===== src/rtl/riscv_hwloop_unit.sv =====
// riscv_hwloop_unit
// Zero-overhead hardware-loop register sets (start, end, count). The CSR
// write port loads the registers. When the instruction in ID completes at a
// loop end, the unit decrements the count and redirects fetch to the loop
// start. All register values are exported so the CSR block can read them.
//
// Ports:
//   clk, rst_n          clock, asynchronous active-low reset
//   hwlp_we_i[2:0]      CSR write strobes: bit0 start, bit1 end, bit2 count
//   hwlp_regid_i        register set targeted by the CSR write
//   hwlp_data_i         CSR write data
//   current_pc_i        PC of the instruction in ID
//   instr_valid_i       instruction at current_pc_i completes ID this cycle
//   pc_set_i            branch/jump/exception redirect this cycle
//   hwlp_jump_o         redirect fetch to hwlp_targ_addr_o (combinational)
//   hwlp_targ_addr_o    start address of the acting set
//   hwlp_start_o/end_o/cnt_o  register sets, set i at bits [32i+31:32i]
module riscv_hwloop_unit #(
    parameter int N_REGSETS = 2,
    parameter int REGID_W   = 1
) (
    input  logic                    clk,
    input  logic                    rst_n,
    input  logic [2:0]              hwlp_we_i,
    input  logic [REGID_W-1:0]      hwlp_regid_i,
    input  logic [31:0]             hwlp_data_i,
    input  logic [31:0]             current_pc_i,
    input  logic                    instr_valid_i,
    input  logic                    pc_set_i,
    output logic                    hwlp_jump_o,
    output logic [31:0]             hwlp_targ_addr_o,
    output logic [32*N_REGSETS-1:0] hwlp_start_o,
    output logic [32*N_REGSETS-1:0] hwlp_end_o,
    output logic [32*N_REGSETS-1:0] hwlp_cnt_o
);

    logic [31:0]          start_q [N_REGSETS];
    logic [31:0]          start_d [N_REGSETS];
    logic [31:0]          end_q   [N_REGSETS];
    logic [31:0]          end_d   [N_REGSETS];
    logic [31:0]          cnt_q   [N_REGSETS];
    logic [31:0]          cnt_d   [N_REGSETS];
    logic [N_REGSETS-1:0] match;
    logic                 acted;

    // A set with cnt == 0 is inactive and never matches.
    always_comb begin
        match = '0;
        for (int i = 0; i < N_REGSETS; i++) begin
            match[i] = (cnt_q[i] != 32'd0) && (current_pc_i == end_q[i]);
        end
    end

    // Walk sets from the innermost outward. Matching sets on their final
    // iteration (cnt == 1) fall through to 0. The first matching set that
    // still has iterations left takes the jump. Outer sets are left alone.
    always_comb begin
        hwlp_jump_o      = 1'b0;
        hwlp_targ_addr_o = 32'd0;
        acted            = 1'b0;
        start_d          = start_q;
        end_d            = end_q;
        cnt_d            = cnt_q;

        if (instr_valid_i && !pc_set_i) begin
            for (int i = 0; i < N_REGSETS; i++) begin
                if (!acted && match[i]) begin
                    if (cnt_q[i] > 32'd1) begin
                        cnt_d[i]         = cnt_q[i] - 32'd1;
                        hwlp_jump_o      = 1'b1;
                        hwlp_targ_addr_o = start_q[i];
                        acted            = 1'b1;
                    end else begin
                        cnt_d[i] = 32'd0;
                    end
                end
            end
        end

        // CSR writes come after the loop updates, so a count write overrides
        // a same-cycle decrement. The jump target above already used the old
        // start. An out-of-range regid matches no set.
        for (int i = 0; i < N_REGSETS; i++) begin
            if (hwlp_regid_i == REGID_W'(i)) begin
                if (hwlp_we_i[0]) start_d[i] = hwlp_data_i;
                if (hwlp_we_i[1]) end_d[i]   = hwlp_data_i;
                if (hwlp_we_i[2]) cnt_d[i]   = hwlp_data_i;
            end
        end
    end

    always_ff @(posedge clk or negedge rst_n) begin
        if (!rst_n) begin
            start_q <= '{default: '0};
            end_q   <= '{default: '0};
            cnt_q   <= '{default: '0};
        end else begin
            start_q <= start_d;
            end_q   <= end_d;
            cnt_q   <= cnt_d;
        end
    end

    for (genvar g = 0; g < N_REGSETS; g++) begin : g_out
        assign hwlp_start_o[32*g +: 32] = start_q[g];
        assign hwlp_end_o[32*g +: 32]   = end_q[g];
        assign hwlp_cnt_o[32*g +: 32]   = cnt_q[g];
    end

endmodule

===== config.mk =====
export PLATFORM = sky130hd
export DESIGN_NAME = riscv_hwloop_unit
export DESIGN_NICKNAME = d
export VERILOG_FILES = /design/src/rtl/riscv_hwloop_unit.sv
export SDC_FILE = /design/constraint.sdc
export NUM_CORES = 1
export LEC_CHECK = 0
export ABC_AREA = 1
export BUFFER_PORTS_ARGS = -buffer_cell sky130_fd_sc_hd__buf_4
export CAP_MARGIN = 20
export CORE_MARGIN = 3
export CORE_UTILIZATION = 49
export DETAILED_ROUTE_END_ITERATION = 16
export PLACE_DENSITY = 0.8
export SLEW_MARGIN = 20
export SYNTH_ARGS = -nofsm -noshare
export SYNTH_HDL_FRONTEND = slang
export SYNTH_SLANG_ARGS = --single-unit
export TNS_END_PERCENT = 50

===== constraint.sdc =====
create_clock -name clk -period 2.2 [get_ports clk]
set_input_delay 0.44 -clock clk [delete_from_list [all_inputs] [get_ports clk]]
set_output_delay 0.44 -clock clk [all_outputs]
set_load 0.03 [all_outputs]

---- Word-level counts from Yosys, hierarchy flattened ----
Cells that the tools add are included.
W data, S select, Z words.
word-level totals
  flip-flop bits (word level) ............. 192
  input port bits ......................... 72
  output and inout port bits .............. 225
  logic and storage cells ................. 45
cells by class
  add/sub/neg operators ................... 2
  magnitude comparators ................... 2
  equal/unequal tests ..................... 2
  mux-type cells .......................... 20
  bitwise operators ....................... 1
  reductions and logical operators ........ 12
operators with widths
  operator                 number
  $mux W32                 13
  $eq A32 B32 Y1           2
  $gt A32 B1 Y1 const B    2
  $mux W64                 1
  $reduce_bool A32 Y1      2
  $sub A32 B1 Y32 const B  2
  $reduce_and A2 Y1        4
  $mux W1                  6
  $logic_and A1 B1 Y1      4
  $logic_not A1 Y1         2
  $not A1 Y1               1

---- Logic depth before layout (Yosys ltp) ----
  word-level depth ........................ 10
  mapped depth ............................ 15
  gate-level depth less buffers ........... 15

---- Least setup slack after synthesis ----
No wires, ideal clock.
  kind .................................... register to output
  start point ............................. reg cnt_q, in the netlist hwlp_cnt_o[26]
  end point ............................... out hwlp_targ_addr_o[0]
  data arrival time ....................... 2.230 ns
  required time ........................... 1.760 ns
  setup slack ............................. -0.470 ns
  stages on the path, launching flop included .. 11
  buffers on the path ..................... 1
  cell sequence ........................... dfrtp_1 inv_1 nand2_1 nor2_1 nand4_1 nor2_1 nand2_1 nand3_4 nand2_4 buf_6 o21ai_0
on the way
  cells in the longest elaborated chain, start to end .. 8
RTL lines
  what                                                         RTL line  text
  start: declaration                                           41        logic [31:0] cnt_q [N_REGSETS];
  start signal: assignment                                     100       cnt_q <= cnt_d;
  $gt A32 B1 Y1 / $reduce_bool A32 Y1 (equally long branches)  68, 50
  $mux W1 / $logic_and A1 B1 Y1 (equally long branches)        68, 50
  $mux W1                                                      67        if (!acted && match[i]) begin
  $mux W1                                                      65        if (instr_valid_i && !pc_set_i) begin
  $logic_not A1 Y1                                             67
  $logic_and A1 B1 Y1                                          67
  $mux W32 (*)                                                 67
  $mux W32 (*)                                                 65
  end: declaration                                             31        output logic [31:0] hwlp_targ_addr_o,
Every way passes the cells marked *; elsewhere a longest branch is shown, timed or not. The select of a mux whose other input is x is not followed.

---- Final worst setup path ----
  start point ............................. reg cnt_q, in the netlist hwlp_cnt_o[11]
  end point ............................... out hwlp_targ_addr_o[11]
Same word-level chain as after synthesis.

==> run summary <==
The run finished, with violations left. The final reports fail on setup timing. Power spread over the standard cell area amounts to 691 mW/mm^2. Leading cell type by number of instances after synthesis: sky130_fd_sc_hd__nand2_1. TritonCTS built the clock tree. The longest clock path from root to sink contains 2 buffers.

In this run the worst hold path is classified as in2reg. The number of cells on the worst reg-to-reg path is 18. The maximum resistive drop on vdd is 411 uV, and the synthesized area is 0.0115 sq mm. The largest single stage delay on the critical path is 450 ps.

The global-route wire length before repair is 69,100 um. For this block, the via count after detailed routing is 13,600. The tools report the worst min-delay path startpoint as hwlp_data_i[0]. The tools report the initial core utilization as 0.503. The initialized floorplan defines 55 standard-cell rows. The area fraction of the dominant cell type after synthesis is 0.417. The TritonCTS buffer count is 17. Clock tree synthesis found a total of 192 sinks. The number of buffers and inverters on the critical path works out to 3.

After floorplanning, the core was sized to cover 0.0229 sq mm. The proportion of layout cells with a drive suffix above 1 was 0.365. Type of the worst setup path: reg2out.

The logs give 4 for the H-tree depth reported by CTS and 0.0254 sq mm for the die area. The first TritonRoute pass finished after 8 iterations. Setup violations remaining at the end of the flow were counted as 93. The detailed router's first-iteration violation count was 1,133.

Slew of the pin with the lowest slew margin: 606 ps. The worst-case register-to-register setup slack was -380 ps. After detailed routing, the number of remaining DRC violations is 0. At the placement stage, the worst setup path has a slack of -457 ps.

The overall die height came out at 159 um. The kind of start point of the critical path was a flip-flop. In this run, distinct cell masters in the synthesized netlist total 34.

For this design the static power due to leakage is 8.60 nW. 0 antenna diodes ended up in the layout. Wires add up to 45,600 um. The most frequent cell on the critical path was sky130_fd_sc_hd__nor2_4. The later pin in the worst-skew pair is clocked with a latency of 440 ps. The run gives 0.339 as the global router's overall resource usage. Number of endpoints with negative hold slack in the final report: 0.

In the routed layout, each cell is associated on average with a via count of 5.52. Setup repair after global routing could not meet its margin everywhere. Required arrival time at the worst endpoint: 1760 ps. Count of non-filler cells in the finished layout: 2,472. The maximum number of pins on one net before global-route repair was 65. The reg-to-reg startpoint was hwlp_cnt_o[11]$_DFF_PN0_. 297 I/O pins were placed. STA classifies the critical path endpoint as an output pin. For the final worst setup slack, the log shows -776 ps. The net total in the final layout came out at 2,224.

The cell family contributing the most delay on the critical path is simple AND/OR/NAND/NOR gates. The number of nets handed over by synthesis was 1,709. The run gives 0.596 as the worst slew margin relative to its limit.

The count of max-cap constraint violations is 0, and the flip-flop and latch count after synthesis is 192. The biggest area contributor in the post-synthesis netlist is sky130_fd_sc_hd__dfrtp_1. Number of cells in the design after placement: 2,406. Terminating pin of the worst hold path: hwlp_cnt_o[0]$_DFF_PN0_. The worst path in the final design needs a cycle of 2980 ps, including I/O delays and setup. The tools report the number of max-slew violations in the final report as 0.

For the post-route antenna net violation count, the log shows 0. The number of buffers added on ports came out at 296. The placer's final routability congestion estimate was 0.942; the die outline width was 159 um. By area the synthesized netlist is led by sky130_fd_sc_hd__dfrtp_1 (42%), sky130_fd_sc_hd__nand2_1 (16%), sky130_fd_sc_hd__nor2_1 (7.4%). After technology mapping, the gate count stands at 1,631.

The largest individual stage delay along the critical path comes from the cell sky130_fd_sc_hd__dfrtp_2. The endpoint identified for the worst register-to-register timing path is hwlp_cnt_o[8]$_DFF_PN0_. The logs give 13,000 for the via count of the first global-routing pass and 0 for the number of antenna violations at the first check in global routing.

For the worst setup path, the data arrival time is 2540 ps. The number of synthesized flops with an enable pin came out at 0. For this run, the top clock speed supported by timing is 336 MHz.

Along the worst path, the maximum fanout reaches 5. The clock slew at the register clock pins of the worst setup and hold paths was 80 ps. For this run the aggregate overflow at the end of global routing stands at 0. Between clock sinks in the finished design, the worst skew comes to 18.1 ps. Traced cell by cell, the critical path runs through nor2_4 -> nand2_2 -> nor2_2 -> nand3_2 -> nor2_4 -> nor2_4 -> nand3_4 -> nand4_4 -> buf_12 -> buf_12 -> o21ai_4 -> buf_6.

After synthesis, the mean cell area works out to 7.07 sq um. The share of synthesized registers carrying an async set or reset works out to 1.00. Dividing the detail-routed wire length by the instance count gives 18.5 um.

The final critical-path share of the clock period came out at 1.35. The most used flip-flop cell after synthesis is sky130_fd_sc_hd__dfrtp_1. In the synthesized netlist, the cells that appear most often are sky130_fd_sc_hd__nand2_1 (480), sky130_fd_sc_hd__nor2_1 (227), sky130_fd_sc_hd__dfrtp_1 (192), sky130_fd_sc_hd__inv_1 (166), sky130_fd_sc_hd__o21ai_0 (157). The proportion of synthesized chip area in sequential cells was 0.417. Relative to the synthesized area, the layout overhead comes to 52.5%. CTS placed an instance of sky130_fd_sc_hd__clkbuf_16 at the clock tree root. The run gives 0 as the number of warning messages in the yosys log. The half-perimeter wire length of the detailed placement result is 32,600 um, and the hold-critical path depth is 3.
-- flip-flops by register name, indices dropped and copies added (netlist names) --
| name | flops |
|---|---|
| hwlp_cnt_o | 64 |
| hwlp_end_o | 64 |
| hwlp_start_o | 64 |
-- layout make-up --
class	instances	area [sq um]
clock buffer	18	429
inverter	169	647
clock inverter	14	165
sequential	192	4840
multi-input combinational	1204	6430
tap	313	392
timing repair buffer	562	4690
fill	1607	5330
-- logic make-up after synthesis --
group                      after synthesis  share of synthesized area
adders and majority gates                6                    0.00651
buffers and inverters                  236                     0.0845
DFF                                    192                      0.417
and+or+nand+nor                        823                      0.290
xor gates and xnor gates                83                     0.0630
AOI/OAI and AO/OA                      291                      0.139
-- routing by layer --
layer  vias to the layer above  wire length (um)  global-route usage
li1                       6160                 -                   -
met2                       827             22000               0.569
met1                      6483             17100               0.433
met3                       171              4110              0.0525
met4                         0              2410               0.154
met5                         -                 0                   0
-- worst reg2reg max path: cells and delay by family (launching register included) --
family / cells / cell delay [ps]
compound gates: 1 / 90
buf+inv: 8 / 870
flops: 1 / 450
simple gates: 9 / 1080
-- repair_timing --
| item | 4_1_cts | 5_1_grt |
|---|---|---|
| setup buffers | 16 | 12 |
| resized for setup | 94 | 86 |
| hold buffers | 1 | 0 |
| pin swaps | 18 | 47 |
| endpoints found under the setup margin | 85 | 96 |
| endpoints found under the hold margin | 19 | 0 |
| cloned | 3 | 3 |
-- per-stage QoR --
step | hold slack [ps] | power, mW | instance area, sq um | utilization | setup TNS (ps)
2_1_floorplan | 144 | 6.65 | 11900 | - | -5850
3_3_place_gp | 453 | 8.64 | 16000 | 0.699 | -24280
3_5_place_dp | 443 | 8.75 | 16000 | 0.699 | -27120
4_1_cts | 226 | 12.0 | 17200 | 0.749 | -21680
5_1_grt | 238 | 12.7 | 17600 | 0.767 | -49460
6_report | 253 | 12.2 | 17600 | 0.767 | -40860
-- power breakdown --
part	switching (mW)	leakage (nW)	internal, mW
clock	1.57	0.287	1.63
sequential	0.424	2.28	4.00
combinational	2.72	6.03	1.81
-- worst max-delay path by stage --
stage	start	end	slack (ps)	depth (start not counted)
after floorplan	hwlp_cnt_o[0]$_DFF_PN0_	hwlp_targ_addr_o[21]	-210	10
final	hwlp_cnt_o[11]$_DFF_PN0_	hwlp_targ_addr_o[11]	-780	12
after global placement	current_pc_i[13]	hwlp_jump_o	-450	14
after global routing	hwlp_end_o[53]$_DFFE_PN0P_	hwlp_jump_o	-850	16
after detailed placement	current_pc_i[13]	hwlp_targ_addr_o[11]	-460	12
after CTS	hwlp_cnt_o[14]$_DFF_PN0_	hwlp_targ_addr_o[31]	-720	14
-- placed cells by master, fill, tap and decap left out, drive strengths merged --
| master | n |
|---|---|
| dlygate4sd3 | 1 |
| bufinv | 1 |
| nor3 | 12 |
| a31o | 1 |
| or3 | 1 |
| dfrtp | 192 |
| nor2 | 240 |
| ha | 6 |
| nand2 | 484 |
| clkbuf | 21 |
| or2 | 3 |
| clkinv | 6 |
| o21bai | 4 |
| o21ai | 195 |
| nand3 | 71 |
| nand4 | 13 |
| inv | 175 |
| o211ai | 2 |
| xnor2 | 47 |
| clkinvlp | 1 |
| xor2 | 36 |
| a21oi | 89 |
| buf | 558 |
(Power assumes the default switching activity.)
